`src/rtl/pc_fetch_unit.sv`:
```
// Program counter and instruction-fetch stage: one outstanding imem request,
// registered instruction handed to decode through a valid/ready handshake.
module pc_fetch_unit #(
  parameter logic [31:0] RESET_PC = 32'h0000_0000
) (
  input  logic        clk,
  input  logic        rst_n,
  input  logic [31:0] next_pc,
  output logic [31:0] pc_plus4,
  output logic [31:0] pc,
  input  logic        flush,
  output logic        imem_req,
  output logic [31:0] imem_addr,
  input  logic        imem_ready,
  input  logic        imem_rvalid,
  input  logic [31:0] imem_rdata,
  output logic [31:0] instr,
  output logic        instr_valid,
  input  logic        instr_ready,
  output logic [31:0] instr_count,
  output logic        misalign
);

  typedef enum logic [1:0] {
    S_REQ  = 2'd0,
    S_WAIT = 2'd1,
    S_HOLD = 2'd2
  } state_t;

  state_t state;
  state_t state_n;

  logic discard;
  logic discard_n;
  logic pc_load;
  logic capture;
  logic count_en;

  // State register and datapath; pc only moves on pc_load so next_pc is consumed once per event.
  always_ff @(posedge clk or negedge rst_n) begin
    if (!rst_n) begin
      state       <= S_REQ;
      discard     <= 1'b0;
      pc          <= RESET_PC;
      instr       <= 32'h0;
      instr_count <= 32'h0;
      misalign    <= 1'b0;
    end else begin
      state   <= state_n;
      discard <= discard_n;
      if (pc_load) begin
        pc <= next_pc;
        if (next_pc[1:0] != 2'b00) begin
          misalign <= 1'b1;
        end
      end
      if (capture) begin
        instr <= imem_rdata;
      end
      if (count_en) begin
        instr_count <= instr_count + 32'd1;
      end
    end
  end

  // discard marks the in-flight response as belonging to a redirected-away PC.
  always_comb begin
    state_n   = state;
    discard_n = discard;
    pc_load   = 1'b0;
    capture   = 1'b0;
    count_en  = 1'b0;
    case (state)
      S_REQ: begin
        if (flush) begin
          pc_load = 1'b1;
          if (imem_ready) begin
            discard_n = 1'b1;
            state_n   = S_WAIT;
          end
        end else if (imem_ready) begin
          discard_n = 1'b0;
          state_n   = S_WAIT;
        end
      end
      S_WAIT: begin
        if (flush) begin
          pc_load = 1'b1;
          if (imem_rvalid) begin
            discard_n = 1'b0;
            state_n   = S_REQ;
          end else begin
            discard_n = 1'b1;
          end
        end else if (imem_rvalid) begin
          if (discard) begin
            discard_n = 1'b0;
            state_n   = S_REQ;
          end else begin
            capture = 1'b1;
            state_n = S_HOLD;
          end
        end
      end
      S_HOLD: begin
        if (flush) begin
          pc_load = 1'b1;
          state_n = S_REQ;
        end else if (instr_ready) begin
          pc_load  = 1'b1;
          count_en = 1'b1;
          state_n  = S_REQ;
        end
      end
      default: begin
        state_n   = S_REQ;
        discard_n = 1'b0;
      end
    endcase
  end

  // The request is gated by rst_n so nothing is issued while reset is held.
  assign imem_req    = rst_n && (state == S_REQ);
  assign imem_addr   = pc;
  assign instr_valid = (state == S_HOLD);
  assign pc_plus4    = pc + 32'd4;

endmodule

```
`config.mk`:
```
export PLATFORM = sky130hd
export DESIGN_NAME = pc_fetch_unit
export DESIGN_NICKNAME = d
export VERILOG_FILES = /design/src/rtl/pc_fetch_unit.sv
export SDC_FILE = /design/constraint.sdc
export NUM_CORES = 1
export LEC_CHECK = 0
export ABC_AREA = 0
export BUFFER_PORTS_ARGS = -buffer_cell sky130_fd_sc_hd__buf_2
export CORE_UTILIZATION = 40
export CTS_CLUSTER_DIAMETER = 30
export DETAILED_ROUTE_END_ITERATION = 16
export HOLD_SLACK_MARGIN = 0.06
export PLACE_DENSITY = 0.7
export SLEW_MARGIN = 0
export SYNTH_ARGS = -nofsm -noshare
export SYNTH_HDL_FRONTEND = slang
export SYNTH_SLANG_ARGS = --single-unit
```
`constraint.sdc`:
```
create_clock -name clk -period 2.2 [get_ports clk]
set_clock_uncertainty 0.1 [all_clocks]
set_input_delay 0.44 -clock clk [delete_from_list [all_inputs] [get_ports clk]]
set_output_delay 0.44 -clock clk [all_outputs]
set_load 0.1 [all_outputs]
```
After elaboration in Yosys (flattened, before gate mapping)
Cells that the tools add are included.
{ "op_classes": {"add_sub_neg": 2, "eq_ne": 6, "n_mux": 25, "bitwise_logic": 1, "reduce_logical": 7} }
{ "ops": {"columns": ["operator", "count"], "rows": [
  ["$add 32x1->32 const B", 1],
  ["$add 32x3->32 const B", 1],
  ["$mux 1", 15],
  ["$mux 2", 7],
  ["$pmux 2 s3", 1],
  ["$reduce_and 3->1", 2],
  ["$ne 2x2->1 const B", 2],
  ["$ne 3x2->1 const B", 1],
  ["$ne 3x3->1 const B", 1],
  ["$pmux 1 s3", 1],
  ["$eq 2x1->1 const B", 1],
  ["$eq 2x2->1 const B", 1],
  ["$logic_not 2->1", 1],
  ["$pmux 1 s2", 1],
  ["$reduce_and 2->1", 1],
  ["$reduce_bool 2->1", 1],
  ["$reduce_or 2->1", 1],
  ["$logic_and 1x1->1", 1],
  ["$not 1->1", 1]
]} }
{ "word_totals": {"ff_bits": 100, "inputBits": 70, "out_inout_bits": 163, "wordCells": 47} }

Depth between registers and ports, before layout
{ "logic_depth": {"word_depth": 4, "ltp_mapped": 6} }

Worst setup path after synthesis
OpenSTA, ideal clock, no wires.
{ "synth_timing": {"path_type": "register to output", "from": "register pc[3] (netlist: imem_addr[3])", "to": "output pc_plus4[30]", "arrival_ps": 3666, "required_time_ps": 1660, "setup_slack_ps": -2006, "stages_incl_launch_ff": 6, "n_path_buf": 0, "path_cell_list": "dfrtp_1 > ha_1 > nand3_1 > nor4_4 > nand4_1 > xnor2_1"} }
{ "synth_via": {"elab_chain_len": 1} }
{ "synth_rtl": {"columns": ["element", "line_no", "text"], "rows": [
  ["from (decl)", "10", "output logic [31:0] pc,"],
  ["from (signal assigned)", "52", "pc <= next_pc;"],
  ["$add 32x3->32", "126", "assign pc_plus4 = pc + 32'd4;"],
  ["to (decl)", "9", "output logic [31:0] pc_plus4,"]
]} }
No other way between the ends.

Worst setup path after layout
{ "layout_timing": {"from": "register pc[5] (netlist: imem_addr[5])", "to": "output pc_plus4[31]"} }
Same word-level chain as after synthesis.

==> impl_summary.md <==
Status
The run finished, with violations left. The checks that failed: negative setup slack.

Min path
In this run the worst hold path is classified as in -> async.

Floorplanning
The region available for standard cell placement spans 0.0121 sq mm. The die is 113 um wide. The full die area is 0.0128 sq mm. The initialized floorplan defines 40 standard-cell rows. During I/O placement, the number of pins put on the boundary was 233.

Measured along the y axis, the die boundary spans 113 um. The initial utilization of the core area, before any placement, comes to 41.1%.

Clocking
The number of buffers on the longest clock path is 2. In this run the number of H-tree levels came out at 3. The number of hold buffers added after CTS was 0. The CTS tree is yes.

The clock network latency to the later pin of the worst-skew pair is 0.35 ns. The clock transition at the register clock pins on the worst setup and hold paths after CTS is 0.07 ns. The clock tree root driver cell is sky130_fd_sc_hd__clkbuf_16. TritonCTS created 9 clock buffers.

The sink count of the clock tree is 100.

Detailed routing
For this block, the initial DRC count from the detailed router was 142. The wire length on met3 is 821 um. The number of routed nets with antenna violations is 0. The number of vias after detailed routing is 4,095. The detailed router put a total of 5.40 mm of wire on met1. The routed wire length is 13.4 mm.

In the final routed layout, each cell accounts on average for 16.1 um. After detailed routing, no signal wire sits above met4. In the routed design, unresolved DRC markers number 0. The wire length on met2 is 6.91 mm. The average vias per placed instance is 4.92. The number of optimization iterations in the first detailed-route pass is 4.

Power
The largest voltage drop on the vdd net is 1.39 mV. Summed over all nets, the switching power comes to 6.34 mW. In this run, the clock network consumes 15.0% of the power. The leakage power is 3.81 nW. Net switching is 57.6% of the power. The internal portion of the total power is 4.66 mW. In this run the power density over the cells is 1360 mW/mm^2. Combinational cells account for 61.8% of the total power. In this run, flip-flops and latches consume 23.2% of the power. The total power of the final layout is 11.0 mW.

Placed design
Before CTS, the worst setup slack after placement is -0.169 ns. The cell area reported after detailed placement is 0.00748 sq mm. Input and output buffers added on the ports amount to 232. The final estimated routing congestion in global placement is 0.873. The placed wire-length estimate after detailed placement is 10.2 mm.

Finish
Summing all flip-flop and latch instances after layout gives 0.00260 sq mm. The number of filler instances in the final layout is 852. After the last flow step, the layout net total stands at 731.

The finished cells cover 0.00809 sq mm. Summing all multi-input logic gate instances after layout gives 0.00284 sq mm. The ratio of cells with drive above 1 in the final layout is 72.6%.

The repair_antennas step left the layout with diodes totalling 0. The area growth from synthesis to layout is 63.1%.

Synth
The total nets after synthesis is 477. The netlist uses 40 different library cells. The synthesized design contains 0 enable-type register cells.

The async set-reset flop share out of synthesis is 100%. For this run, the leading register cell type out of synthesis is sky130_fd_sc_hd__dfrtp_1. The average instance in the mapped netlist occupies 12.2 sq um. The synthesized design devotes to its leading area cell type 50.5% of total area. In the post-synthesis netlist, the biggest area contributors are sky130_fd_sc_hd__dfrtp_1 50%, sky130_fd_sc_hd__mux2_2 14%, sky130_fd_sc_hd__xnor2_1 7.6%. The register bit total from synthesis is 100. Yosys printed 0 warnings. The share of the Yosys chip area taken by registers is 50.5%. In the synthesized netlist, the number of instances is 405.

The most used standard cell by instance count after synthesis is sky130_fd_sc_hd__dfrtp_1. The biggest area consumer among synthesized cells is sky130_fd_sc_hd__dfrtp_1. The synthesized area is 0.00496 sq mm. The commonest cells after synthesis are 100 x sky130_fd_sc_hd__dfrtp_1, 62 x sky130_fd_sc_hd__mux2_2, 43 x sky130_fd_sc_hd__xnor2_1, 36 x sky130_fd_sc_hd__buf_4, 25 x sky130_fd_sc_hd__nand3_1.

Timing
The transition at the pin with the smallest max-transition slack is 0.540 ns. The setup slack after layout is -0.418 ns. The final critical-path required period is 2.62 ns. The count of endpoints failing hold in the final timing report is 0. Measured against its own limit, the worst slew margin works out to 64.2%.

The number of max-slew violations in the final report is 0. Setup repair after global routing could not meet its margin everywhere. Setup violations remaining at the end of the flow were counted as 26. The tightest hold path in the finished design has a slack of 0.0750 ns. The share of the clock period used by the worst path after layout is 119%. For this run, the top clock speed supported by timing is 382 MHz.

Critical path
The cell seen most often among critical-path stages is sky130_fd_sc_hd__nand4_1. The category of the worst setup path launch point is a register. On the worst path, the slowest cell contributes a delay of 0.43 ns.

The startpoint of the most critical setup path is imem_addr[5]. The data required time of the worst path is 1.66 ns. In this run the critical register-to-register path is captured at instr_count[18]. The worst reg-to-reg setup slack is 0.28 ns. The worst setup path is captured at an output port. The slowest library cell on the worst path is sky130_fd_sc_hd__dfrtp_4. The setup path with the least slack is of type reg -> out. The worst reg-to-reg path cell count is 5.

Traced cell by cell, the critical path runs through nand4_1 > nor4_4 > buf_6 > nand4_1 > xnor2_4 > buf_12. For the worst setup path, the data arrival time is 2.08 ns. Following the worst setup path forward leads to its endpoint at pc_plus4[31]. In this run the critical register-to-register path is launched from instr_count[0].

The highest fanout seen on the critical path is 9.

Global routing
The largest net degree at the start of global routing is 101. The number of global-route vias before repair is 4,130. The wire length of the first global-routing pass is 21.3 mm.

The number of antenna violations at the first check in global routing is 0. The overflow left after global routing is 0. In the global route stage, overall resource usage came out at 21.5%.

Job
The number of max-cap violations is 0.
## kinds of logic (layout without fill, tap and decap cells)
| family | count (synthesis) | in the layout | share of synthesized area, % |
|---|---|---|---|
| AOI/OAI and AO/OA | 9 | 9 | 1.11 |
| xor gates and xnor gates | 59 | 59 | 10.4 |
| adders and majority gates | 2 | 2 | 0.504 |
| buffers and inverters | 48 | 307 | 6.69 |
| DFF | 100 | 100 | 50.5 |
| muxes | 62 | 62 | 14.1 |
| and+or+nand+nor | 125 | 125 | 16.8 |
## worst max-delay path: cells and delay by family (launching register included)
family	cells	cell delay, ns
XOR/XNOR	1	0.23
buffers and inverters	2	0.38
flip-flops	1	0.43
AND/OR/NAND/NOR	3	0.69
## per-layer routing
layer | vias up | track usage [%]
li1 | 1893 | -
met1 | 2020 | 25.9
met2 | 164 | 37.8
met3 | 18 | 5.03
met4 | 0 | 7.37
met5 | - | 0
## repair_timing
item                                    4_1_cts  5_1_grt
gates cloned                                  1        0
endpoints found under the setup margin       26       28
buffers inserted                              6        5
pin swaps                                    25        7
resized for setup                            34       16
## power groups by stage
stage | combinational (mW) | sequential [mW] | clock, mW
floorplan | 2.40 | 5.66 | 0
global placement | 6.70 | 2.55 | 0
detailed placement | 6.75 | 2.58 | 0
CTS | 6.80 | 2.56 | 1.69
global route | 6.96 | 2.60 | 1.76
finish | 6.80 | 2.56 | 1.65
## sequential cells by signal (all words and copies together) (netlist names)
signal	cells
imem_addr	32
instr	32
instr_count	32
misalign	1
state	2
discard	1
## how the worst min path moves through the flow
stage / endpoint / cells after the start
global route: instr_count[1] / 2
global placement: misalign / 1
finish: state[1] / 2
floorplan: discard / 0
CTS: state[0] / 2
detailed placement: misalign / 1
## placed cells by master (no fill, tap or decap), types with 3 or more instances in the layout
cell type	synthesis	layout
sky130_fd_sc_hd__nand3_2	1	5
sky130_fd_sc_hd__xor2_1	16	9
sky130_fd_sc_hd__o21ai_0	4	4
sky130_fd_sc_hd__dfrtp_1	100	54
sky130_fd_sc_hd__xor2_4	0	6
sky130_fd_sc_hd__xnor2_4	0	20
sky130_fd_sc_hd__and3_1	11	10
sky130_fd_sc_hd__nor4_4	4	4
sky130_fd_sc_hd__buf_6	1	10
sky130_fd_sc_hd__buf_4	36	43
sky130_fd_sc_hd__xnor2_1	43	22
sky130_fd_sc_hd__dfrtp_2	0	31
sky130_fd_sc_hd__and2_1	3	3
sky130_fd_sc_hd__buf_12	0	33
sky130_fd_sc_hd__nor2_4	0	4
sky130_fd_sc_hd__clkbuf_16	0	9
sky130_fd_sc_hd__mux2_2	62	62
sky130_fd_sc_hd__inv_1	3	3
sky130_fd_sc_hd__nor3_4	2	4
sky130_fd_sc_hd__nand3_1	25	15
sky130_fd_sc_hd__buf_2	7	200
sky130_fd_sc_hd__dfrtp_4	0	15
sky130_fd_sc_hd__nor2_1	10	6
sky130_fd_sc_hd__nand3_4	0	6
sky130_fd_sc_hd__nand2b_1	4	4
sky130_fd_sc_hd__nand4_1	22	22
sky130_fd_sc_hd__nor3_2	2	3
sky130_fd_sc_hd__nand2_1	20	16
## through the flow
| step | setup TNS [ns] | instances | utilization [%] |
|---|---|---|---|
| 2_1_floorplan | -15.43 | 405 | - |
| 3_3_place_gp | -0.835 | 806 | 62.0 |
| 3_5_place_dp | -1.07 | 806 | 62.0 |
| 4_1_cts | -7.41 | 829 | 66.3 |
| 5_1_grt | -9.82 | 832 | 67.1 |
| 6_report | -7.18 | 832 | 67.1 |
## cell type report
cell class | count | share of cell area, %
Multi-Input combinational cell | 257 | 35.1
Sequential cell | 100 | 32.1
Timing Repair Buffer | 288 | 26.2
Clock buffer | 11 | 3.00
Tap cell | 168 | 2.60
Clock inverter | 5 | 0.851
Inverter | 3 | 0.139
Note: power is estimated with default switching activity, not from simulation.
